File: src/rtl/rcla_accumulator_8_12.sv
// Framed sample accumulator: sums NSAMP unsigned 8-bit samples into a 12-bit total,
// presents the result with a valid/ready handshake, and records any carry-out.

module UBRCL_7_0_11_0 (
   input  logic [7:0]  a_i,
   input  logic [11:0] b_i,
   output logic [12:0] sum_o
);

   // 4-bit carry-lookahead block returning {carry_out, sum[3:0]}
   function automatic logic [4:0] cla4(input logic [3:0] a, input logic [3:0] b, input logic ci);
      logic [3:0] g;
      logic [3:0] p;
      logic [4:0] c;
      g    = a & b;
      p    = a ^ b;
      c[0] = ci;
      c[1] = g[0] | (p[0] & ci);
      c[2] = g[1] | (p[1] & g[0]) | (p[1] & p[0] & ci);
      c[3] = g[2] | (p[2] & g[1]) | (p[2] & p[1] & g[0]) | (p[2] & p[1] & p[0] & ci);
      c[4] = g[3] | (p[3] & g[2]) | (p[3] & p[2] & g[1]) | (p[3] & p[2] & p[1] & g[0])
           | ((&p) & ci);
      return {c[4], p ^ c[3:0]};
   endfunction

   logic [11:0] a_ext_s;
   logic [4:0]  blk0_s;
   logic [4:0]  blk1_s;
   logic [4:0]  blk2_s;

   // Lookahead inside each nibble, carries ripple between nibbles
   assign a_ext_s = {4'b0000, a_i};
   assign blk0_s  = cla4(a_ext_s[3:0],  b_i[3:0],  1'b0);
   assign blk1_s  = cla4(a_ext_s[7:4],  b_i[7:4],  blk0_s[4]);
   assign blk2_s  = cla4(a_ext_s[11:8], b_i[11:8], blk1_s[4]);
   assign sum_o   = {blk2_s[4], blk2_s[3:0], blk1_s[3:0], blk0_s[3:0]};

endmodule

module rcla_accumulator_8_12 #(
   parameter int NSAMP = 16,
   parameter bit SAT   = 1'b0
) (
   input  logic        CLK,
   input  logic        RSTN,
   input  logic        CLR,
   input  logic        IV,
   output logic        IR,
   input  logic [7:0]  X,
   output logic        OV,
   input  logic        ORDY,
   output logic [11:0] S,
   output logic        OVF
);

   typedef enum logic {ACC = 1'b0, HOLD = 1'b1} state_t;

   localparam logic [11:0] LAST_CNT = 12'(NSAMP - 1);

   state_t      state_q, state_d;
   logic [11:0] acc_q,   acc_d;
   logic [11:0] cnt_q,   cnt_d;
   logic        ovf_q,   ovf_d;
   logic [11:0] s_q,     s_d;
   logic        sovf_q,  sovf_d;
   logic [12:0] sum_s;
   logic [11:0] acc_new_s;
   logic        ovf_new_s;

   UBRCL_7_0_11_0 u_add (
      .a_i   (X),
      .b_i   (acc_q),
      .sum_o (sum_s)
   );

   assign acc_new_s = (SAT && sum_s[12]) ? 12'hFFF : sum_s[11:0];
   assign ovf_new_s = ovf_q | sum_s[12];

   // Next-state: CLR beats every handshake; published result only moves on the last accept
   always_comb begin
      state_d = state_q;
      acc_d   = acc_q;
      cnt_d   = cnt_q;
      ovf_d   = ovf_q;
      s_d     = s_q;
      sovf_d  = sovf_q;
      if (CLR) begin
         state_d = ACC;
         acc_d   = 12'd0;
         cnt_d   = 12'd0;
         ovf_d   = 1'b0;
      end else begin
         case (state_q)
            ACC: begin
               if (IV) begin
                  acc_d = acc_new_s;
                  ovf_d = ovf_new_s;
                  if (cnt_q == LAST_CNT) begin
                     cnt_d   = 12'd0;
                     s_d     = acc_new_s;
                     sovf_d  = ovf_new_s;
                     state_d = HOLD;
                  end else begin
                     cnt_d = cnt_q + 12'd1;
                  end
               end else begin
                  state_d = ACC;
               end
            end
            HOLD: begin
               if (ORDY) begin
                  state_d = ACC;
                  acc_d   = 12'd0;
                  cnt_d   = 12'd0;
                  ovf_d   = 1'b0;
               end else begin
                  state_d = HOLD;
               end
            end
            default: begin
               state_d = ACC;
               acc_d   = 12'd0;
               cnt_d   = 12'd0;
               ovf_d   = 1'b0;
            end
         endcase
      end
   end

   // State and datapath registers
   always_ff @(posedge CLK or negedge RSTN) begin
      if (!RSTN) begin
         state_q <= ACC;
         acc_q   <= 12'd0;
         cnt_q   <= 12'd0;
         ovf_q   <= 1'b0;
         s_q     <= 12'd0;
         sovf_q  <= 1'b0;
      end else begin
         state_q <= state_d;
         acc_q   <= acc_d;
         cnt_q   <= cnt_d;
         ovf_q   <= ovf_d;
         s_q     <= s_d;
         sovf_q  <= sovf_d;
      end
   end

   assign IR  = (state_q == ACC);
   assign OV  = (state_q == HOLD);
   assign S   = s_q;
   assign OVF = sovf_q;

endmodule

File: config.mk
export PLATFORM = sky130hd
export DESIGN_NAME = rcla_accumulator_8_12
export DESIGN_NICKNAME = d
export VERILOG_FILES = /design/src/rtl/rcla_accumulator_8_12.sv
export SDC_FILE = /design/constraint.sdc
export NUM_CORES = 1
export LEC_CHECK = 0
export CAP_MARGIN = 20
export CORE_MARGIN = 8
export CORE_UTILIZATION = 49
export DETAILED_ROUTE_END_ITERATION = 16
export PLACE_DENSITY = 0.86
export SLEW_MARGIN = 20
export SYNTH_ARGS = -nofsm -noshare
export SYNTH_HDL_FRONTEND = slang
export SYNTH_SLANG_ARGS = --single-unit
File: constraint.sdc
create_clock -name CLK -period 2.25 [get_ports CLK]
set_clock_uncertainty 0.1 [all_clocks]
set_input_delay 0.3375 -clock CLK [delete_from_list [all_inputs] [get_ports CLK]]
set_output_delay 0.3375 -clock CLK [all_outputs]
set_load 0.02 [all_outputs]
# Yosys cells after proc, flatten, opt, wreduce, memory -nomap -nowiden
# Cells that the tools add are included.
[totals] ram_bits=0 rom_bits=0 latch_bits=0 elab_cells=88 n_memories=0 output_inout_bits=15 inputBits=13 reg_bits=39
[op_classes] reduce_logical=4 n_lt_le_gt_ge=0 n_mux=17 div_mod_pow=0 mul=0 n_shift=0 bitwise_logic=57 n_addsub=1 n_eq_ne=3
[ops] cell="$mux 12" n=6
[ops] cell="$pmux 12 s2" n=2
[ops] cell="$and 1x1->1" n=31
[ops] cell="$xor 4x4->4" n=5
[ops] cell="$or 1x1->1" n=17
[ops] cell="$add 12x1->12 const B" n=1
[ops] cell="$eq 12x4->1 const B" n=1
[ops] cell="$reduce_and 4->1" n=3
[ops] cell="$and 4x4->4" n=2
[ops] cell="$mux 1" n=7
[ops] cell="$ne 3x3->1 const B" n=2
[ops] cell="$pmux 1 s2" n=2
[ops] cell="$not 1->1" n=2
[ops] cell="$reduce_and 2->1" n=1

# Logic depth before layout (Yosys ltp)
[logic_depth] word_depth=12 depth_mapped=9 depth_no_buf=9

# By module
# Synthesis repeated with hierarchy kept, for this count alone.
[unflattened] cells_unflattened=166 area_unflattened_um2=2082.0
[modules_own_cells] mod="rcla_accumulator_8_12" cells_per_inst=127 area_each_um2=1726.7 n_inst=1
[modules_own_cells] mod="UBRCL_7_0_11_0" cells_per_inst=39 area_each_um2=355.3 n_inst=1

# Worst setup path before layout
# OpenSTA, ideal clock, no wires.
[synth_path] path_kind="register to register" startpoint="register acc_q[5]" endpoint="register s_q[8], in the netlist S[8]" setup_ns=0.125 path_stages_with_launch=8 period_less_slack_ns=2.241 n_path_buf=0 arrival_ns=2.016 slack_ns=0.009 path_cell_list="dfrtp_1 > ha_1 > nand2_1 > or3_1 > o211ai_1 > a21o_1 > ha_1 > mux2_4"
[synth_between] elab_chain_cells=6 word_cells_on_any_way=11 cone_classes="bitwise (10); reduce/logical (1)"
[synth_rtl] item="start: declaration" line_no="61" rtl="logic [11:0] acc_q, acc_d;"
[synth_rtl] item="start signal: assignment" line_no="134" rtl="acc_q <= 12'd0;"
[synth_rtl] item="start signal: assignment" line_no="141" rtl="acc_q <= acc_d;"
[synth_rtl] item="$and 4x4->4 / $xor 4x4->4 (equally long branches)" line_no="15, 16"
[synth_rtl] item="$and 1x1->1" line_no="21" rtl="c[4] = g[3] | (p[3] & g[2]) | (p[3] & p[2] & g[1]) | (p[3] & p[2] & p[1] & g[0])"
[synth_rtl] item="$or 1x1->1 / $and 1x1->1 (equally long branches)" line_no="21"
[synth_rtl] item="$or 1x1->1" line_no="21"
[synth_rtl] item="$or 1x1->1 *" line_no="22" rtl="| ((&p) & ci);"
[synth_rtl] item="$xor 4x4->4 *" line_no="23" rtl="return {c[4], p ^ c[3:0]};"
[synth_rtl] item="via sum_s[8]" line_no="66" rtl="logic [12:0] sum_s;"
[synth_rtl] item="end signal: assignment" line_no="137" rtl="s_q <= 12'd0;"
[synth_rtl] item="end signal: assignment" line_no="144" rtl="s_q <= s_d;"
[synth_rtl] item="end: declaration" line_no="64" rtl="logic [11:0] s_q, s_d;"
# Mark *: on every way through the listed nets, which the timed path passes. The rest lies on a longest branch.
# A chain may end at the register's enable or synchronous reset.

# Worst setup path after layout
[layout_path] startpoint="register acc_q[3]" endpoint="register s_q[8], in the netlist S[8]"
[layout_between] elab_chain_cells=8 word_cells_on_any_way=13 cone_classes="bitwise (13)"
[layout_rtl] item="$xor 4x4->4" line_no="16" rtl="p = a ^ b;"
[layout_rtl] item="$and 1x1->1" line_no="21"
[layout_rtl] item="$or 1x1->1 / $and 1x1->1 (equally long branches) (2 in series)" line_no="21"
[layout_rtl] item="$or 1x1->1 *" line_no="21"
[layout_rtl] item="$and 1x1->1 *" line_no="22"
[layout_rtl] item="$or 1x1->1 *" line_no="22"
[layout_rtl] item="$xor 4x4->4 *" line_no="23"
[layout_rtl] item="via sum_s[8]" line_no="66"
# Marked as above.

==> flow_summary.toml <==
[outcome]
status = "finished, violations left"
violations = "setup timing"

[final_layout]
nets = 281
area_growth_syn_to_layout_pct = 30.72
layout-drive-gt1-share_pct = 22.57
design_area_um2 = 2753
n_antenna_cell = 0
postLayoutCoreUtil_pct = 65.01

[worst_setup_path]
critPathLaunchType = "flop"
r2r_slack_ps = -80
cp_max_fo = 3
crit_required_ps = 2330
critPathKind = "flop to flop"
crit_arrival_ps = 2420
critPathCaptureType = "flop"

[cts]
clockBufferDepth = 2
cts_root_buffer = "clkbuf_8"
htreeDepth = 2
insertion_delay_ps = 300
cts_buffers = 5
numClockSinks = 39
cts_tree = "done"
holdBufCountCts = 0
clkTransAtPathRegs_ps = 90

[synthesis]
avgSynthCellArea_um2 = 10.27
ys.flop_type = "dfrtp_1"
synth_seq_cells = 39
ys_warn_count = 0
synth_fp_nets = 230
async_flop_share_pct = 100.0
netlist-cell-type-count = 44
synth-seq-area-share_pct = 46.35
synth_edf_count = 0
syn_area_um2 = 2106
syn_inst = 205

[grt]
grt-ovfl-total = 0
antenna_found_initial = 0
grtUsageTotal_pct = 15.45
grt_pass1_vias = 1650
grt_max_degree = 40
grt_pass1_wl_mm = 7.907

[floorplan]
die_x_um = 81.56
start_util_pct = 49.73
ios = 28
die_y_um = 81.56
die-area_um2 = 6651
coreArea_um2 = 4234
rows = 24

[sta]
hold_viol = 0
finalCritPeriodShare_pct = 103.8
rsz0062_at_grt = "yes"
fin_hold_ws_ps = 34.02
tns_ps = -206.4
slew_headroom_pct = 42.06
tightestPinTransition_ps = 869.0
setup_violations = 3
worst_slack_ps = -84.75
fmax_mhz = 428.3
fin_crit_ps = 2335
slew_viol_final = 0

[min_path]
hp-class = "input pin to async pin"

[detailed_routing]
drt_iter0_drc = 97
routed_wl_mm = 5.438
drc = 0
ant_nets = 0
first_pass_iters = 4
vias = 1791
viasPerCell = 5.796
wire_per_inst_um = 17.60

[flow_run]
maxCapViolCount = 0

[pwr]
leakage_nw = 1.237
powerDensity_nw_per_um2 = 602.5
ir_drop_v = 0.0004433

[placed_design]
port_buffers = 27
placed_cell_area_um2 = 2536
hpwl_mm = 3.385
place_congestion = 0.8846
## flip-flops by register name, summed over array words and instances (netlist names)
register,count
cnt_q,12
S,12
OVF,1
ovf_q,1
acc_q,12
OV,1
## synthesized netlist by cell type (all sizes together) (2+ instances only)
master / count / area (µm²)
a211oi: 2 / 20.02
a21o: 2 / 15.01
a21oi: 10 / 50.05
a22o: 7 / 61.31
a31oi: 3 / 18.77
and3: 3 / 18.77
buf: 4 / 32.53
clkbuf: 2 / 7.510
dfrtp: 39 / 975.9
fa: 2 / 40.04
ha: 10 / 125.1
inv: 9 / 33.78
mux2: 6 / 86.33
nand2: 20 / 75.07
nand3: 5 / 25.02
nand4: 3 / 18.77
nor2: 14 / 52.55
nor2b: 3 / 18.77
nor3: 8 / 40.04
nor4: 3 / 31.28
o211ai: 2 / 15.01
o21a: 3 / 22.52
o21ai: 14 / 70.07
o22ai: 2 / 12.51
o31ai: 5 / 37.54
or2: 2 / 15.02
or3: 2 / 12.51
xnor2: 7 / 61.31
xor2: 3 / 26.28
## worst max-delay path: stages (launching register included)
cell	delay (ps)
dfrtp_1	450
ha_4	320
nand2_2	50
or3_4	380
o211ai_1	230
a21o_1	210
ha_4	220
mux2_4	260
## cells by family after synthesis
family | count (synthesis) | share of synthesized area (%)
adder cells (fa/ha/maj) | 12 | 7.843
XOR/XNOR | 10 | 4.160
multiplexers | 6 | 4.100
AO/OA/AOI/OAI | 56 | 17.94
AND/OR/NAND/NOR | 67 | 16.10
flip-flops | 39 | 46.35
buffers and inverters | 15 | 3.506
## metal layers
metal	up-vias	track usage [%]	wire [µm]
li1	844	-	-
met1	878	17.18	2136
met2	55	27.61	2815
met3	14	3.939	312
met4	0	5.893	174
met5	-	0	0
## worst paths after layout
check                        end  depth (start not counted)     start
max                         S[8]                          7  acc_q[3]
min                         S[4]                          1      RSTN
max reg2reg                 S[8]                          7  acc_q[3]
min reg2reg                S[10]                          2     S[10]
max in group asynchronous  S[11]                          1      RSTN
min in group CLK            S[0]                          3      X[0]
## timing repair
item	in CTS	in global routing
gates resized for setup	9	13
endpoints found under the setup margin	7	8
buffers inserted	1	4
pin swaps	7	11
cloned	0	0
## stage by stage
step | instances | worst slack [ps] | power [W]
detailed placement | 296 | -414.2 | 0.001111
floorplan | 205 | 8.794 | 0.0009628
CTS | 305 | 7.305 | 0.001583
global placement | 296 | -340.1 | 0.001097
global route | 309 | -131.3 | 0.001731
finish | 309 | -84.75 | 0.001658
## placed cells by master (no fill, tap or decap), types with 4 or more instances in the layout
cell type and n:
o21ai_0 14, buf_4 23, a22o_1 7, dlygate4sd2_1 5, nor3_1 8, dfrtp_1 39
clkbuf_8 5, ha_1 4, nand3_1 5, clkdlybuf4s50_1 20, mux2_4 5, nand2_1 18
xnor2_1 6, nor2_1 13, o31ai_1 5, inv_1 9, ha_4 5, a21oi_1 9
## where the power goes
group	total, W	internal (W)	switching (W)
registers	0.000771	0.000735	0.0000352
clock network	0.000467	0.000218	0.000250
logic	0.000420	0.000216	0.000204
total	0.00166	0.00117	0.000489
## final cells by class
type / instances / area [µm²]
clock buffer: 7 / 76.32
clock inverter: 1 / 5.005
fill: 315 / 1481
inverter: 9 / 33.78
multi-input combinational: 151 / 1162
sequential: 39 / 975.9
tap: 52 / 65.06
timing repair buffer: 50 / 434.2
No activity file was read; power rests on OpenSTA's default activity.
